==> config.mk <==
export PLATFORM = sky130hd
export DESIGN_NAME = cm_config_master
export DESIGN_NICKNAME = d
export VERILOG_FILES = /design/src/rtl/cm_config_master_pkg.sv /design/src/rtl/cm_config_master_cmd_fifo.sv /design/src/rtl/cm_config_master.sv
export SDC_FILE = /design/constraint.sdc
export NUM_CORES = 1
export LEC_CHECK = 0
export CAP_MARGIN = 15
export CORE_UTILIZATION = 26
export DETAILED_ROUTE_END_ITERATION = 8
export MAX_ROUTING_LAYER = met4
export SETUP_SLACK_MARGIN = 0.3
export SYNTH_ARGS = -nofsm -noshare
export SYNTH_HDL_FRONTEND = slang
export SYNTH_SLANG_ARGS = --single-unit
==> constraint.sdc <==
create_clock -name clk -period 3.2 [get_ports clk]
set_input_delay 0.48 -clock clk [delete_from_list [all_inputs] [get_ports clk]]
set_output_delay 0.48 -clock clk [all_outputs]
set_load 0.03 [all_outputs]
==> src/rtl/cm_config_master_pkg.sv <==
// rtl/cm_config_master_pkg.sv - shared levels, config addresses and FSM encodings for the CM config bus
package cm_config_master_pkg;

  localparam logic ACTIVE = 1'b0;

  localparam int CM_ADDR_WIDTH = 4;
  localparam int CM_DATA_WIDTH = 16;

  localparam logic [CM_ADDR_WIDTH-1:0] ADDR_VGA_CONFIG  = 4'h0;
  localparam logic [CM_ADDR_WIDTH-1:0] ADDR_VGA_COLOR   = 4'h1;
  localparam logic [CM_ADDR_WIDTH-1:0] ADDR_VGA_QUADRAN = 4'h2;

  typedef enum logic [1:0] {
    ST_IDLE     = 2'b00,
    ST_ISSUE    = 2'b01,
    ST_WAIT_ACK = 2'b10
  } cm_state_e;

  function automatic logic is_active(input logic level);
    return level == ACTIVE;
  endfunction

endpackage

==> src/rtl/cm_config_master_cmd_fifo.sv <==
// rtl/cm_config_master_cmd_fifo.sv - command queue holding {addr, data} until the write is acked or dropped
module cm_cmd_fifo #(
  parameter int WIDTH = 20,
  parameter int DEPTH = 4
) (
  input  logic             clk,
  input  logic             rst_n,
  input  logic             push,
  input  logic [WIDTH-1:0] wdata,
  input  logic             pop,
  output logic [WIDTH-1:0] rdata,
  output logic             full,
  output logic             empty
);

  localparam int AW = $clog2(DEPTH);

  logic [WIDTH-1:0] mem [DEPTH];
  logic [AW:0]      wr_ptr;
  logic [AW:0]      rd_ptr;
  logic             push_ok;
  logic             pop_ok;

  // Extra pointer MSB distinguishes full from empty when the index bits match.
  assign empty   = (wr_ptr == rd_ptr);
  assign full    = (wr_ptr[AW] != rd_ptr[AW]) && (wr_ptr[AW-1:0] == rd_ptr[AW-1:0]);
  assign push_ok = push && !full;
  assign pop_ok  = pop && !empty;
  assign rdata   = mem[rd_ptr[AW-1:0]];

  always_ff @(posedge clk or negedge rst_n) begin
    if (!rst_n) begin
      wr_ptr <= '0;
      rd_ptr <= '0;
    end else begin
      if (push_ok) wr_ptr <= wr_ptr + 1'b1;
      if (pop_ok)  rd_ptr <= rd_ptr + 1'b1;
    end
  end

  always_ff @(posedge clk) begin
    if (push_ok) mem[wr_ptr[AW-1:0]] <= wdata;
  end

endmodule

==> src/rtl/cm_config_master.sv <==
// rtl/cm_config_master.sv - CM config bus initiator: queues commands, strobes them out, retries and reports drops
module cm_config_master
  import cm_config_master_pkg::*;
#(
  parameter int C_ADDR_WIDTH = CM_ADDR_WIDTH,
  parameter int C_DATA_WIDTH = CM_DATA_WIDTH,
  parameter int FIFO_DEPTH   = 4,
  parameter int TIMEOUT      = 8,
  parameter int MAX_RETRY    = 2,
  parameter int ERRCNT_WIDTH = 8
) (
  input  logic                    clk,
  input  logic                    rst_n,
  input  logic [C_ADDR_WIDTH-1:0] Cmd_Addr,
  input  logic [C_DATA_WIDTH-1:0] Cmd_Data,
  input  logic                    Cmd_Valid,
  output logic                    Cmd_Rdy,
  input  logic                    C_Rdy,
  output logic [C_ADDR_WIDTH-1:0] C_Addr,
  output logic [C_DATA_WIDTH-1:0] C_Data,
  output logic                    C_Valid,
  output logic                    Busy,
  output logic                    Err,
  output logic [C_ADDR_WIDTH-1:0] Err_Addr,
  output logic [ERRCNT_WIDTH-1:0] Err_Cnt,
  input  logic                    Err_Clr
);

  localparam int FW = C_ADDR_WIDTH + C_DATA_WIDTH;
  localparam int TW = $clog2(TIMEOUT);
  localparam int RW = $clog2(MAX_RETRY + 2);
  localparam logic [TW-1:0] T_LAST = TW'(TIMEOUT - 1);
  localparam logic [RW-1:0] R_MAX  = RW'(MAX_RETRY);

  cm_state_e state, state_nxt;

  logic [FW-1:0]           fifo_head;
  logic                    fifo_full;
  logic                    fifo_empty;
  logic                    fifo_pop;
  logic                    drop;

  logic [C_ADDR_WIDTH-1:0] c_addr_q, c_addr_nxt;
  logic [C_DATA_WIDTH-1:0] c_data_q, c_data_nxt;
  logic                    c_valid_q, c_valid_nxt;
  logic [TW-1:0]           tcnt, tcnt_nxt;
  logic [RW-1:0]           rcnt, rcnt_nxt;
  logic                    err_q, err_nxt;
  logic [C_ADDR_WIDTH-1:0] err_addr_q, err_addr_nxt;
  logic [ERRCNT_WIDTH-1:0] err_cnt_q, err_cnt_nxt;

  cm_cmd_fifo #(
    .WIDTH (FW),
    .DEPTH (FIFO_DEPTH)
  ) u_cmd_fifo (
    .clk   (clk),
    .rst_n (rst_n),
    .push  (Cmd_Valid),
    .wdata ({Cmd_Addr, Cmd_Data}),
    .pop   (fifo_pop),
    .rdata (fifo_head),
    .full  (fifo_full),
    .empty (fifo_empty)
  );

  // The head stays queued while in flight, so a retry or reset never loses ordering.
  always_comb begin
    state_nxt   = state;
    c_addr_nxt  = c_addr_q;
    c_data_nxt  = c_data_q;
    c_valid_nxt = ~ACTIVE;
    tcnt_nxt    = tcnt;
    rcnt_nxt    = rcnt;
    fifo_pop    = 1'b0;
    drop        = 1'b0;

    case (state)
      ST_IDLE: begin
        if (!fifo_empty) begin
          {c_addr_nxt, c_data_nxt} = fifo_head;
          c_valid_nxt = ACTIVE;
          rcnt_nxt    = '0;
          state_nxt   = ST_ISSUE;
        end
      end
      ST_ISSUE: begin
        tcnt_nxt  = '0;
        state_nxt = ST_WAIT_ACK;
      end
      ST_WAIT_ACK: begin
        if (is_active(C_Rdy)) begin
          fifo_pop  = 1'b1;
          rcnt_nxt  = '0;
          state_nxt = ST_IDLE;
        end else if (tcnt == T_LAST) begin
          if (rcnt < R_MAX) begin
            rcnt_nxt    = rcnt + 1'b1;
            c_valid_nxt = ACTIVE;
            state_nxt   = ST_ISSUE;
          end else begin
            drop      = 1'b1;
            fifo_pop  = 1'b1;
            rcnt_nxt  = '0;
            state_nxt = ST_IDLE;
          end
        end else begin
          tcnt_nxt = tcnt + 1'b1;
        end
      end
      default: state_nxt = ST_IDLE;
    endcase
  end

  // A drop coinciding with a clear still leaves a record of that drop.
  always_comb begin
    err_nxt      = err_q;
    err_addr_nxt = err_addr_q;
    err_cnt_nxt  = err_cnt_q;
    if (drop) begin
      err_nxt      = 1'b1;
      err_addr_nxt = c_addr_q;
      if (Err_Clr)         err_cnt_nxt = ERRCNT_WIDTH'(1);
      else if (!(&err_cnt_q)) err_cnt_nxt = err_cnt_q + 1'b1;
    end else if (Err_Clr) begin
      err_nxt      = 1'b0;
      err_addr_nxt = '0;
      err_cnt_nxt  = '0;
    end
  end

  always_ff @(posedge clk or negedge rst_n) begin
    if (!rst_n) begin
      state      <= ST_IDLE;
      c_addr_q   <= '0;
      c_data_q   <= '0;
      c_valid_q  <= ~ACTIVE;
      tcnt       <= '0;
      rcnt       <= '0;
      err_q      <= 1'b0;
      err_addr_q <= '0;
      err_cnt_q  <= '0;
    end else begin
      state      <= state_nxt;
      c_addr_q   <= c_addr_nxt;
      c_data_q   <= c_data_nxt;
      c_valid_q  <= c_valid_nxt;
      tcnt       <= tcnt_nxt;
      rcnt       <= rcnt_nxt;
      err_q      <= err_nxt;
      err_addr_q <= err_addr_nxt;
      err_cnt_q  <= err_cnt_nxt;
    end
  end

  assign C_Addr   = c_addr_q;
  assign C_Data   = c_data_q;
  assign C_Valid  = c_valid_q;
  assign Cmd_Rdy  = ~fifo_full;
  assign Busy     = ~fifo_empty | (state != ST_IDLE);
  assign Err      = err_q;
  assign Err_Addr = err_addr_q;
  assign Err_Cnt  = err_cnt_q;

endmodule

==> results of run 1 <==
## worst max-delay path, delay by kind of cell (launching register included)
family	cells	cell delay, ns
flops	1	0.42
simple gates	2	0.54
buf+inv	1	0.60
xor+xnor	1	0.34
## metrics by stage
step	utilization, %	setup slack, ns
detailed placement	31.6	0.829
CTS	34.9	0.388
floorplan	-	1.22
global placement	31.6	0.854
finish	35.0	0.416
global route	35.0	0.321
## where the power goes
group	switching, W	internal, W	leakage [nW]
combinational	0.00107	0.000951	0.812
sequential	0.000211	0.00222	1.32
clock	0.000698	0.00133	0.301
## final timing paths
kind,from,endpoint
setup / recovery,u_cmd_fifo.wr_ptr[0],Busy
hold / removal,rst_n,tcnt[1]
setup reg to reg,u_cmd_fifo.wr_ptr[1],u_cmd_fifo.mem[3][16]
hold reg to reg,C_Data[4],C_Data[4]
max in group asynchronous,rst_n,C_Valid
min in group clk,C_Data[4],C_Data[4]
## area by class of cell
class / count / area [um^2]
Fill cell: 1812 / 12300
Clock buffer: 20 / 447
Sequential cell: 127 / 3580
Timing Repair Buffer: 69 / 663
Tap cell: 260 / 325
Inverter: 5 / 18.8
Multi-Input combinational cell: 140 / 1390
Clock inverter: 12 / 184
## sequential cells by signal, summed over array words and instances (netlist names), 3 cells and up
register,count
u_cmd_fifo.wr_ptr,3
C_Addr,4
C_Data,16
tcnt,3
Err_Addr,4
u_cmd_fifo.mem,80
Err_Cnt,8
u_cmd_fifo.rd_ptr,3
## cell families (layout without fill, tap and decap cells)
| family | Yosys count | after routing | share of synthesized area (%) |
|---|---|---|---|
| compound gates | 24 | 24 | 3.52 |
| xor+xnor | 8 | 8 | 1.39 |
| fa+ha+maj | 8 | 8 | 1.98 |
| buf+inv | 16 | 106 | 1.78 |
| flops | 127 | 127 | 70.9 |
| mux | 46 | 46 | 14.6 |
| simple gates | 54 | 54 | 5.80 |
## Yosys cell counts, drive strengths merged, types with 4 or more instances
library cell	n
edfxtp	80
dfrtp	46
mux2	23
mux4	20
nand2	15
buf	8
ha	8
nand3	8
and2	6
nor2	6
a22o	5
inv	5
xnor2	5
a21oi	4
o21ai	4
## repair_timing
action / 4_1_cts / 5_1_grt
setup endpoints to repair: 0 / 1
setup buffers: 0 / 0
gates resized for setup: 0 / 1
## cells in the final DEF, fill, tap and decap left out, types with 4 or more instances in the layout
cell type,count
buf_4,9
a21oi_1,4
bufinv_16,4
mux2_2,5
mux4_2,20
edfxtp_1,80
clkdlybuf4s50_1,59
nand3_1,8
inv_1,5
xnor2_1,4
mux2_1,18
ha_1,8
dfrtp_1,45
nor2_1,6
clkbuf_16,17
nand2_1,15
o21ai_0,4
a22o_1,5
and2_1,6
## routing by layer
metal  GRT usage (%)  part of all wire [%]  vias to the layer above
met5               -                     0                        -
met4            4.29                   1.4                        0
met3            3.10                   4.7                       13
met2            16.3                    47                       61
met1            14.0                    47                     1374
li1                -                     -                     1255
==> impl_metrics.py, run 1 <==
metrics = {
    "global_routing": {
        "grt_pass1_vias": 2855,
        "antenna_found_initial": 0,
        "grtUsageTotal_pct": 10.9,
        "grt_pass1_wl_um": 15700,
        "grt_max_degree": 29,
        "overflow": 0,
    },
    "yosys": {
        "async_flop_share_pct": 37.0,
        "synth.area.top_cells": "edfxtp_1 (48%), dfrtp_1 (23%), mux4_2 (8.9%)",
        "yosysSeqAreaShare_pct": 70.9,
        "synth_edf_count": 80,
        "netlist_instances": 283,
        "synth_nets": 316,
        "synth_ff_type": "edfxtp_1",
        "syn_avg_cell_area_um2": 17.8,
        "syn_area_mm2": 0.00505,
        "synth_area_leader_cell": "edfxtp_1",
        "ys_ff_latch": 127,
        "yosys_warnings": 0,
        "synth_top_area_share_pct": 47.6,
        "ys_types": 43,
    },
    "routing": {
        "antenna_left": 0,
        "drtIter0Drc": 111,
        "dr.pass1.iters": 4,
        "wl_per_cell_um": 15.1,
        "num_vias": 2703,
        "via_per_inst": 4.27,
        "remaining_drc_errors": 0,
        "drt_wl_total_um": 9550,
    },
    "placement": {
        "io_buffers": 60,
        "dp_hpwl_um": 6310,
        "placed_cells": 601,
        "place_congestion": 0.836,
        "post_dp_cell_area_mm2": 0.00597,
    },
    "power_and_ir_drop": {
        "power_leakage_nw": 2.44,
        "p_total_w": 0.00649,
        "ir_worst_vdd_uv": 417,
        "powerDensity_mw_per_mm2": 982,
    },
    "clock_network": {
        "cts_buffer_depth": 2,
        "htreeDepth": 4,
        "cts.sinks": 127,
        "tritoncts": "done",
        "clk_pin_slew_ns": 0.06,
        "holdBufCountCts": 0,
        "clk_latency_ns": 0.41,
        "numCtsBuffers": 17,
        "clockRootBuffer": "clkbuf_16",
    },
    "floorplanning": {
        "start_util_pct": 26.7,
        "fp.dieH_um": 141,
        "fp-row-count": 50,
        "dieWidth_um": 141,
        "dieArea_mm2": 0.0200,
        "core_mm2": 0.0189,
        "io_pins": 61,
    },
    "sta": {
        "timing.final.crit_period_ns": 2.78,
        "hold_slack_ns": 0.0353,
        "tns_ns": 0,
        "tightest_slew_ns": 0.522,
        "setup_viol": 0,
        "rsz0062_at_grt": "no",
        "fin_crit_sh_pct": 87.0,
        "hold_violations": 0,
        "relSlewSlack_pct": 65.0,
        "skew_ns": 0.00631,
        "maxSlewViolCount": 0,
        "clock.fmax_mhz": 359,
    },
    "cells_and_area": {
        "syn_to_final_growth_pct": 30.8,
        "design_area_mm2": 0.00661,
        "fin_cells": 633,
        "drive_gt1_share_pct": 19.0,
        "nNetsFinal": 393,
        "diodes": 0,
    },
    "setup_path": {
        "cpMaxStageDelayCell": "clkdlybuf4s50_1",
        "max_stage_delay_ns": 0.60,
        "rrSetupSlack_ns": 1.23,
        "r2r_cells": 4,
        "setup.worst_path.start_class": "flop",
        "worstPathRequired_ns": 2.72,
        "cp-end-kind": "primary output",
        "worstPathCellList": "xnor2_1, nand3_1, or3_1, clkdlybuf4s50_1",
        "crit_type": "flop to primary output",
        "crit_path_max_fanout": 4,
        "cp.arrival_ns": 2.30,
    },
    "min_path": {
        "min_path_type": "primary input to async pin",
    },
    "outcome": {
        "status": "finished, final reports clean",
    },
    "job": {
        "drv_cap": 0,
    },
}
Power figures use the tool's default switching activity.
==> inputs of run 2 (changes only) <==
Settings changed: CTS_BUF_LIST from default to sky130_fd_sc_hd__clkbuf_4 sky130_fd_sc_hd__clkbuf_8 sky130_fd_sc_hd__clkbuf_16.
==> run 2 against run 1 <==
Compared with the run above: cell count is the same; clock-buffer cell count stayed put; maximum frequency barely moved; via count unchanged; power grew 0.31%; sequential share of layout area down 0.061 points; non-clock buffer count stayed put; critical path type unchanged.
==> impl_metrics.py, run 2 (same netlist as run 1, synthesis figures left out) <==
metrics = {
    "sta": {
        "maxSlewViolCount": 0,
        "skew_ns": 0.00862,
        "tightest_slew_ns": 0.522,
        "clock.fmax_mhz": 359,
        "hold_violations": 0,
        "hold_slack_ns": 0.0356,
        "timing.final.crit_period_ns": 2.78,
        "fin_crit_sh_pct": 87.0,
        "setup_viol": 0,
        "relSlewSlack_pct": 65.0,
        "final.setup.worst_slack_ns": 0.417,
        "tns_ns": 0,
        "rsz0062_at_grt": "no",
    },
    "global_routing": {
        "grt_pass1_wl_um": 15700,
        "overflow": 0,
        "antenna_found_initial": 0,
        "grt_max_degree": 29,
        "grtUsageTotal_pct": 10.9,
        "grt_pass1_vias": 2855,
    },
    "power_and_ir_drop": {
        "p_total_w": 0.00651,
        "ir_worst_vdd_uv": 418,
        "powerDensity_mw_per_mm2": 984,
        "power_leakage_nw": 2.44,
    },
    "placement": {
        "place_congestion": 0.836,
        "dp_hpwl_um": 6310,
        "io_buffers": 60,
        "placed_cells": 601,
        "place_ws_ns": 0.829,
    },
    "cells_and_area": {
        "largest_reg_flops": 80,
        "mostFrequentLayoutCells": "edfxtp_1 (80), clkdlybuf4s50_1 (59), dfrtp_1 (45)",
        "nFillCells": 1812,
        "diodes": 0,
        "fin_cells": 633,
        "final_common_cell": "edfxtp_1",
        "drive_gt1_share_pct": 19.6,
        "syn_to_final_growth_pct": 31.0,
        "nNetsFinal": 393,
    },
    "outcome": {
        "status": "finished, final reports clean",
    },
    "setup_path": {
        "cp.arrival_ns": 2.30,
        "timing.rr.end": "u_cmd_fifo.mem[3][16]",
        "rrSetupSlack_ns": 1.23,
        "r2r_cells": 4,
        "cpMaxStageDelayCell": "clkdlybuf4s50_1",
        "worstReg2RegStart": "u_cmd_fifo.wr_ptr[1]",
        "max_stage_delay_ns": 0.60,
        "cp-end-kind": "primary output",
        "worstPathRequired_ns": 2.72,
        "crit_type": "flop to primary output",
        "worstPathCellList": "xnor2_1, nand3_1, or3_1, clkdlybuf4s50_1",
        "crit_path_max_fanout": 4,
        "setup.worst_path.start_class": "flop",
    },
    "floorplanning": {
        "io_pins": 61,
        "start_util_pct": 26.7,
        "dieWidth_um": 141,
        "fp.dieH_um": 141,
        "fp-row-count": 50,
        "core_mm2": 0.0189,
        "dieArea_mm2": 0.0200,
    },
    "clock_network": {
        "tritoncts": "done",
        "clk_latency_ns": 0.41,
        "numCtsBuffers": 17,
        "cts.sinks": 127,
        "clockRootBuffer": "clkbuf_16",
        "cts_buffer_depth": 2,
        "post_cts_buffers": 0,
        "htreeDepth": 4,
        "clk_pin_slew_ns": 0.06,
    },
    "routing": {
        "drtIter0Drc": 110,
        "drt_wl_total_um": 9550,
        "remaining_drc_errors": 0,
        "via_per_inst": 4.27,
        "wl_met1_um": 4520,
        "antenna_left": 0,
        "dr_wl_met3_um": 417,
        "wl_met2_um": 4480,
        "num_vias": 2703,
        "top_layer": "met4",
        "wl_per_cell_um": 15.1,
        "dr.pass1.iters": 4,
    },
    "job": {
        "drv_cap": 0,
    },
    "min_path": {
        "min_path_type": "primary input to async pin",
    },
}
## run 2: final cells by class
| type | instances | area, um^2 | share of cell area (%) |
|---|---|---|---|
| clock buffer | 20 | 454 | 6.87 |
| clock inverter | 12 | 184 | 2.78 |
| inverter | 5 | 18.8 | 0.284 |
| multi-input combinational | 140 | 1390 | 21.0 |
| sequential | 127 | 3580 | 54.1 |
| tap | 260 | 325 | 4.92 |
| timing repair buffer | 69 | 663 | 10.0 |
## run 2: worst max-delay path by stage
stage	startpoint	endpoint	slack [ns]
floorplan	u_cmd_fifo.rd_ptr[1]	u_cmd_fifo.mem[3][0]	1.22
global placement	u_cmd_fifo.wr_ptr[1]	Busy	0.85
detailed placement	u_cmd_fifo.wr_ptr[0]	Busy	0.83
CTS	u_cmd_fifo.wr_ptr[1]	Busy	0.39
global route	u_cmd_fifo.wr_ptr[0]	Busy	0.32
finish	u_cmd_fifo.wr_ptr[0]	Busy	0.42
## run 2: routing by layer
metal  GRT usage (%)  vias up
li1                -     1256
met4            4.29        0
met5               -        -
met3            3.10       13
met1            14.0     1378
met2            16.3       56
## run 2: timing repair
action | CTS | global route
hold endpoints to repair | 0 | 0
setup endpoints to repair | 0 | 1
hold buffers | 0 | 0
gates resized for setup | 0 | 1
## run 2: per-stage QoR
step	cell area, um^2	util [%]
floorplan	5050	-
global placement	5970	31.6
detailed placement	5970	31.6
CTS	6610	35.0
global route	6610	35.0
finish	6610	35.0
## run 2: worst max-delay path, delay by kind of cell, from the launching register on
kind                      cells  cell delay, ns
buffers and inverters         1            0.60
and+or+nand+nor               2            0.54
DFF                           1            0.42
xor gates and xnor gates      1            0.34
## run 2: power by group
part / internal, W / switching, W
Combinational: 0.000951 / 0.00107
Sequential: 0.00222 / 0.000211
Clock: 0.00135 / 0.000702
